**config.mk**
```make
export PLATFORM = sky130hd
export DESIGN_NAME = led_blink_ctrl
export DESIGN_NICKNAME = d
export VERILOG_FILES = /design/src/rtl/led_blink_ctrl.sv
export SDC_FILE = /design/constraint.sdc
export NUM_CORES = 1
export LEC_CHECK = 0
export CAP_MARGIN = 20
export CORE_MARGIN = 3
export CORE_UTILIZATION = 45
export DETAILED_ROUTE_END_ITERATION = 10
export PLACE_DENSITY = 0.64
export SLEW_MARGIN = 20
export SYNTH_ARGS = -nofsm -noshare
export SYNTH_HDL_FRONTEND = slang
export SYNTH_SLANG_ARGS = --single-unit
```
**constraint.sdc**
```tcl
create_clock -name clk_in1 -period 7.55 [get_ports clk_in1]
set_clock_uncertainty 0.2 [all_clocks]
set_input_delay 2.265 -clock clk_in1 [delete_from_list [all_inputs] [get_ports clk_in1]]
set_output_delay 2.265 -clock clk_in1 [all_outputs]
set_load 0.005 [all_outputs]
```
**src/rtl/led_blink_ctrl.sv**
```systemverilog
// Blink-pattern generator: divides clk_in1 into OFF / ON / BLINK / BURST LED waveforms.
// led_out1 and tick_out are registered; tick_out marks every pattern-driven LED edge.
module led_blink_ctrl #(
  parameter int CNT_W        = 24,
  parameter int DEF_HALF     = 4,
  parameter int PAUSE_HALVES = 2
) (
  input  logic             clk_in1,
  input  logic             rst_n_in1,
  input  logic             cfg_load_in,
  input  logic [1:0]       mode_in,
  input  logic [CNT_W-1:0] half_period_in,
  input  logic [3:0]       burst_len_in,
  output logic             led_out1,
  output logic             tick_out
);

  localparam int PW = (PAUSE_HALVES > 1) ? $clog2(PAUSE_HALVES) : 1;

  typedef enum logic [2:0] {
    S_OFF, S_ON, S_BL_HI, S_BL_LO, S_BU_HI, S_BU_LO, S_PAUSE
  } state_t;

  state_t           state_q, state_d;
  logic [1:0]       mode_q, mode_d;
  logic [CNT_W-1:0] half_q, half_d;
  logic [3:0]       burst_q, burst_d;
  logic [CNT_W-1:0] cnt_q, cnt_d;
  logic [3:0]       blink_cnt_q, blink_cnt_d;
  logic [PW-1:0]    pause_cnt_q, pause_cnt_d;
  logic             led_q, led_d;
  logic             tick_q, tick_d;

  logic             counting;
  logic             half_end;
  logic             burst_more;

  assign counting   = (state_q != S_OFF) && (state_q != S_ON);
  assign half_end   = counting && (cnt_q == half_q - CNT_W'(1));
  assign burst_more = ({1'b0, blink_cnt_q} + 5'd1) < {1'b0, burst_q};

  always_comb begin
    state_d     = state_q;
    mode_d      = mode_q;
    half_d      = half_q;
    burst_d     = burst_q;
    cnt_d       = cnt_q;
    blink_cnt_d = blink_cnt_q;
    pause_cnt_d = pause_cnt_q;
    led_d       = led_q;
    tick_d      = 1'b0;

    if (cfg_load_in) begin
      // A load restarts the pattern and swallows any half-end due this cycle.
      mode_d      = mode_in;
      half_d      = (half_period_in == '0) ? CNT_W'(1) : half_period_in;
      burst_d     = (burst_len_in == 4'd0) ? 4'd1 : burst_len_in;
      cnt_d       = '0;
      blink_cnt_d = 4'd0;
      pause_cnt_d = '0;
      unique case (mode_in)
        2'b00: begin state_d = S_OFF;   led_d = 1'b0; end
        2'b01: begin state_d = S_ON;    led_d = 1'b1; end
        2'b10: begin state_d = S_BL_HI; led_d = 1'b1; end
        default: begin state_d = S_BU_HI; led_d = 1'b1; end
      endcase
    end else begin
      cnt_d = counting ? (half_end ? '0 : cnt_q + CNT_W'(1)) : '0;
      if (half_end) begin
        unique case (state_q)
          S_BL_HI: begin state_d = S_BL_LO; led_d = 1'b0; tick_d = 1'b1; end
          S_BL_LO: begin state_d = S_BL_HI; led_d = 1'b1; tick_d = 1'b1; end
          S_BU_HI: begin state_d = S_BU_LO; led_d = 1'b0; tick_d = 1'b1; end
          S_BU_LO: begin
            if (burst_more) begin
              blink_cnt_d = blink_cnt_q + 4'd1;
              state_d     = S_BU_HI;
              led_d       = 1'b1;
              tick_d      = 1'b1;
            end else begin
              // Last LO half rolls straight into the pause; LED already low.
              blink_cnt_d = 4'd0;
              pause_cnt_d = '0;
              state_d     = S_PAUSE;
            end
          end
          S_PAUSE: begin
            if (pause_cnt_q == PW'(PAUSE_HALVES - 1)) begin
              pause_cnt_d = '0;
              state_d     = S_BU_HI;
              led_d       = 1'b1;
              tick_d      = 1'b1;
            end else begin
              pause_cnt_d = pause_cnt_q + PW'(1);
            end
          end
          default: ;
        endcase
      end
    end
  end

  always_ff @(posedge clk_in1 or negedge rst_n_in1) begin
    if (!rst_n_in1) begin
      state_q     <= S_OFF;
      mode_q      <= 2'b00;
      half_q      <= CNT_W'(DEF_HALF);
      burst_q     <= 4'd1;
      cnt_q       <= '0;
      blink_cnt_q <= 4'd0;
      pause_cnt_q <= '0;
      led_q       <= 1'b0;
      tick_q      <= 1'b0;
    end else begin
      state_q     <= state_d;
      mode_q      <= mode_d;
      half_q      <= half_d;
      burst_q     <= burst_d;
      cnt_q       <= cnt_d;
      blink_cnt_q <= blink_cnt_d;
      pause_cnt_q <= pause_cnt_d;
      led_q       <= led_d;
      tick_q      <= tick_d;
    end
  end

  assign led_out1 = led_q;
  assign tick_out = tick_q;

endmodule

```
==> results of run 1 <==
area by class of cell:
| cell class | instances | share of cell area, % |
|---|---|---|
| multi-input combinational | 333 | 49.4 |
| sequential | 62 | 33.8 |
| timing repair buffer | 37 | 7.78 |
| tap | 105 | 2.86 |
| clock buffer | 9 | 2.69 |
| clock inverter | 7 | 2.15 |
| inverter | 16 | 1.31 |
critical path, cell delays in order:
cell and delay, ns:
clkdlybuf4s50_1 0.91, or3_1 0.93, a21oi_1 0.26
stage by stage:
stage | instance area [sq um] | instances | utilization [%]
final | 4600 | 569 | 54.8
after global routing | 4600 | 569 | 54.8
after CTS | 4600 | 569 | 54.8
after detailed placement | 4370 | 553 | 52.2
after global placement | 4370 | 553 | 52.2
after floorplan | 3960 | 430 | -
power groups by stage:
stage               clock network [mW]  registers (mW)  logic, mW
floorplan                            0           0.370     0.0902
global placement                     0           0.384      0.125
detailed placement                   0           0.385      0.127
CTS                              0.336           0.379      0.128
global route                     0.353           0.383      0.141
finish                           0.329           0.380      0.127
registers in the layout, indices dropped and copies added, names as in the netlist:
| name | flops |
|---|---|
| cnt_q | 24 |
| tick_out | 1 |
| pause_cnt_q | 1 |
| state_q | 3 |
| led_out1 | 1 |
| blink_cnt_q | 4 |
| burst_q | 4 |
| half_q | 24 |
worst max path at each step:
stage	startpoint	endpoint	slack [ns]	cells past startpoint
after floorplan	half_q[0]	led_out1	3.69	10
after global placement	cfg_load_in	cnt_q[21]	2.85	3
after detailed placement	cfg_load_in	cnt_q[15]	2.82	3
after CTS	half_q[0]	cnt_q[15]	3.16	10
after global routing	half_q[0]	cnt_q[20]	2.87	10
final	cfg_load_in	cnt_q[5]	3.23	3
kinds of logic after synthesis:
| kind of cell | synth area share [%] |
|---|---|
| DFF | 39.2 |
| buffers and inverters | 3.41 |
| adders and majority gates | 1.90 |
| AOI/OAI and AO/OA | 12.7 |
| muxes | 6.48 |
| xor gates and xnor gates | 11.5 |
| and+or+nand+nor | 24.8 |
metal layers:
layer,track usage (%),vias up
met5,0,-
met4,5.67,0
met3,4.38,10
met2,30.2,70
met1,28.2,1559
li1,-,1632
placed cells by master, fill, tap and decap left out, types with 16 or more instances in the layout:
cell             instances
clkdlybuf4s50_1         33
xnor2_1                 31
inv_1                   16
o21ai_0                 26
nand2_1                 34
xor2_1                  21
dfrtp_1                 60
mux2_2                  21
nor2_1                  39
==> impl_results.md, run 1 <==
- Worst R2R End: cnt_q[20]
- Seq cells post-synth: 62
- Most instantiated library cell after synthesis: dfrtp_1
- Die W: 99.8 um
- Setup TNS: 0 ns
- DR iter-0 viols: 183
- Core Box Area: 8380 sq um
- Worst relative slew slack: 35.2%
- Yosys top cell by area: dfrtp_1
- Slew Limit Fails: 0
- Outcome: finished, final reports clean
- Actual slew at the worst max-slew pin: 0.969 ns
- Via count: 3271
- Net Count, Synth: 469
- Total detailed-routing wirelength: 9310 um
- Setup-failing EPs final: 0
- Final hold slack: 0.305 ns
- Reg power frac: 45.5%
- Ys Warns: 0
- Clock network power share: 39.4%
- DRC Markers: 0
- Netlist Area Pre-Place: 3960 sq um
- Post-synth EDFFs: 0
- Gr usage total: 19.8%
- Worst Path Arrival: 4.38 ns
- Asr flop ratio synth: 100%
- Met3 WL: 472 um
- Sw Share: 28.5%
- Clock-pin slew on the worst setup and hold paths: 0.07 ns
- Fin crit share: 57.3%
- CTS root buf: clkbuf_8
- HP Class: flop to flop
- Yosys top cell area share: 37.9%
- Port Buffers: 34
- Logic gate share of total power: 15.2%
- Cells after Synth: 430
- Multi-input logic area: 2270 sq um
- # resized after CTS: 0
- Share of layout cells above drive strength 1: 12.3%
- Clock sinks: 62
- First-pass iteration count of the detailed router: 4
- Met2 wire len: 4250 um
- Nets: 498
- Initial antenna violation count: 0
- Clk buf depth: 2
- IO Count: 35
- WL met1: 4480 um
- CP Max Fanout: 27
- VDD IR max: 0.101 mV
- NetSw: 238 uW
- Pre-CTS setup slack: 2.82 ns
- Main synth FF type: dfrtp_1
- Setup Fix Bufs, Post-CTS: 0
- Worst Path Required: 7.61 ns
- DRT antenna net count: 0
- Number of diodes: 0
- Max layer used: met4
- Total Die Area: 9960 sq um
- H-tree levels: 3
- Hold Path End: burst_q[0]
- Critical path startpoint category: primary input
- Hold path cells: 2
- GPL Wtd Cong: 0.891
- Post-CTS Hold Buffers: 0
- Pint: 597 uW
- Starting Density: 47.2%
- RSZ-0062 raised after global routing: no
- First-pass GRT wire length: 15700 um
- Final critical-path required period: 4.32 ns
- Synth unique cells: 61
- Synth Area per Inst: 9.21 sq um
- Maximum Capacitance Violations: 0
- Total chip power: 835 uW
- Worst-case register-to-register setup slack: 3.24 ns
- Kind of critical path: primary input to flop
- Worst-Skew Late Latency: 0.34 ns
- Detailed Place HPWL: 6860 um
- Cell area power density: 182 nW/um^2
- Vias per inst: 5.75
- Final-report hold violation count: 0
- Register area share after synthesis: 39.2%
- Fmax: 0.231 GHz
- CP endpoint kind: flop
- FF+latch area: 1550 sq um
- Reg2Reg Depth: 10
- Drt wl/cell: 16.4 um
- Chip height: 99.8 um
- CTS tree: built
- Largest net degree at the start of global routing: 63
- Grt ovf: 0
- TritonCTS Buffers: 9
- Hold Startpoint: burst_q[0]
- Worst reg2reg path startpoint: half_q[0]
- Synth top area cells: dfrtp_1 38%, xnor2_1 6.9%, mux2_2 6.0%
- Area grow syn2layout: 16.1%
- Via count of the first global-routing pass: 3077
- Leak: 1.74 nW
- Cell Rows: 33
- Fillers: 772
- Final WS setup: 3.23 ns
- Commonest cells in the netlist: 60 x dfrtp_1, 39 x nor2_1, 34 x nand2_1
Note: power is estimated with default switching activity, not from simulation.
==> run 2: changes to the inputs <==
==> constraint.sdc (replaced) <==
create_clock -name clk_in1 -period 4.05 [get_ports clk_in1]
set_clock_uncertainty 0.2 [all_clocks]
set_input_delay 1.215 -clock clk_in1 [delete_from_list [all_inputs] [get_ports clk_in1]]
set_output_delay 1.215 -clock clk_in1 [all_outputs]
set_load 0.005 [all_outputs]
==> run 2 against run 1 <==
Effect of this change:
- flip-flop and latch count unchanged
- largest power group unchanged
- final area up 2.2%
- critical endpoint is now led_out1
- die area unchanged
- core utilization up 1.2 points
- sequential power up 82%
==> impl_results.md, run 2 (same netlist as run 1, synthesis figures left out) <==
- CP Max Fanout: 5 (was 27)
- Initial antenna violation count: 0 (unchanged)
- Via count of the first global-routing pass: 3236 (was 3077)
- Kind of critical path: flop to flop (was primary input to flop)
- Nets: 514 (was 498)
- Chip height: 99.8 um (unchanged)
- DRT antenna net count: 0 (unchanged)
- Actual slew at the worst max-slew pin: 0.814 ns (was 0.969 ns)
- CP endpoint kind: flop (unchanged)
- H-tree levels: 3 (unchanged)
- DR iter-0 viols: 169 (was 183)
- Clock sinks: 62 (unchanged)
- Leak: 1.81 nW (was 1.74 nW)
- Worst relative slew slack: 45.7% (was 35.2%)
- Via count: 3374 (was 3271)
- Slew Limit Fails: 0 (unchanged)
- Reg2Reg Depth: 10 (unchanged)
- Setup TNS: 0 ns (unchanged)
- Core Box Area: 8380 sq um (unchanged)
- Hold path cells: 2 (unchanged)
- Top flop regs: cnt_q (24), half_q (24) (unchanged)
- Port Buffers: 34 (unchanged)
- Grt ovf: 0 (unchanged)
- Setup-failing EPs final: 0 (unchanged)
- Placed inst area: 4490 sq um (was 4370 sq um)
- VDD IR max: 0.153 mV (was 0.101 mV)
- TritonCTS Buffers: 9 (unchanged)
- Fillers: 788 (was 772)
- Vias per inst: 5.77 (was 5.75)
- Largest net degree at the start of global routing: 63 (unchanged)
- Finished layout cell area: 4700 sq um (was 4600 sq um)
- Maximum Capacitance Violations: 0 (unchanged)
- Worst Setup SP: half_q[0] (was cfg_load_in)
- IO Count: 35 (unchanged)
- Cell Rows: 33 (unchanged)
- Multi-input logic area: 2290 sq um (was 2270 sq um)
- Cell area power density: 321 nW/um^2 (was 182 nW/um^2)
- Setup Fix Bufs, Post-CTS: 0 (unchanged)
- Die W: 99.8 um (unchanged)
- DRC Markers: 0 (unchanged)
- Drt wl/cell: 16.7 um (was 16.4 um)
- Worst Path Required: 4.08 ns (was 7.61 ns)
- Worst reg2reg path startpoint: half_q[0] (unchanged)
- RSZ-0062 raised after global routing: no (unchanged)
- Detailed Place HPWL: 7360 um (was 6860 um)
- CTS tree: built (unchanged)
- CP Capture Point: led_out1 (was cnt_q[5])
- HP Class: flop to flop (unchanged)
- Clk buf depth: 2 (unchanged)
- Total Die Area: 9960 sq um (unchanged)
- Worst R2R End: led_out1 (was cnt_q[20])
- First-pass GRT wire length: 16300 um (was 15700 um)
- Total detailed-routing wirelength: 9750 um (was 9310 um)
- Final hold slack: 0.309 ns (was 0.305 ns)
- Commonest non-fill, non-tap cells in the layout: 60 x dfrtp_1, 39 x nor2_1, 34 x nand2_1 (unchanged)
- Number of diodes: 0 (unchanged)
- Worst Path Arrival: 3.92 ns (was 4.38 ns)
- Critical path startpoint category: flop (was primary input)
- Share of layout cells above drive strength 1: 15.4% (was 12.3%)
- First-pass iteration count of the detailed router: 5 (was 4)
- Outcome: finished, final reports clean (unchanged)
- Final critical-path required period: 3.88 ns
- Final-report hold violation count: 0 (unchanged)
- Area grow syn2layout: 18.6% (was 16.1%)
- GPL Wtd Cong: 0.877 (was 0.891)
- Worst-Skew Late Latency: 0.35 ns (was 0.34 ns)
- FF+latch area: 1550 sq um (unchanged)
- Clock-pin slew on the worst setup and hold paths: 0.08 ns (was 0.07 ns)
- Fmax: 0.257 GHz
- CTS root buf: clkbuf_8 (unchanged)
- Starting Density: 47.2% (unchanged)
- Gr usage total: 20.7% (was 19.8%)
- Leading cell type in the layout, fill and taps excluded: dfrtp_1 (unchanged)
- Worst-case register-to-register setup slack: 0.17 ns (was 3.24 ns)
- Fin crit share: 95.9%
run 2: cell types whose count changed in the layout (fill, tap and decap cells not counted), sizes merged:
cell    previous run  this run
bufinv             2         1
buf                4        20
clkinv             4         2
clkbuf             9        12
run 2: power by group:
part	internal [mW]	total (mW)	leakage, nW	switching (mW)
Sequential	0.653	0.693	0.795	0.0397
Clock	0.283	0.536	0.0904	0.253
Combinational	0.130	0.277	0.920	0.148
run 2: critical path: stages, from the launching register on:
cell and delay, ns:
dfrtp_1 0.38, inv_1 0.08, ha_1 0.22, or3b_4 0.45, o21ai_2 0.16, nand3b_1 0.11
or4_2 0.66, or4_1 0.50, or4_4 0.47, o211a_1 0.24, a311o_1 0.30
run 2: layout make-up:
class	instances	share of cell area, %
repair buffers	53	10.2
clock buffers	12	2.88
well taps	105	2.80
multi-input cells	333	48.8
clock inverters	4	1.01
inverters	16	1.28
flip-flops and latches	62	33.1
run 2: routing by layer:
metal,part of all wire (%),routed length (um),vias up,global-route usage (%)
li1,-,-,1653,-
met1,50,4860,1612,30.6
met2,42,4140,93,29.8
met3,5.7,555,16,4.73
met4,2.0,198,0,6.93
met5,0,0,-,0
run 2: timing repair:
item | 4_1_cts | 5_1_grt
resized for setup | 0 | 6
hold buffers | 0 | 0
setup endpoints to repair | 0 | 18
run 2: how the worst min path moves through the flow:
stage                     slack, ns  startpoint         end
after floorplan                0.28  burst_q[0]  burst_q[0]
final                          0.31  burst_q[0]  burst_q[0]
after CTS                      0.31  burst_q[0]  burst_q[0]
after global placement         0.30  burst_q[0]  burst_q[0]
after global routing           0.36  burst_q[0]  burst_q[0]
after detailed placement       0.30  burst_q[0]  burst_q[0]
run 2: metrics by stage:
stage	power [mW]	utilization, %	cells	setup WS (ns)
2_1_floorplan	0.858	-	430	0.191
3_3_place_gp	0.971	53.6	569	0.146
3_5_place_dp	0.975	53.6	569	0.0256
4_1_cts	1.51	55.8	585	0.0105
5_1_grt	1.58	56.0	585	0.000337
6_report	1.51	56.0	585	0.165
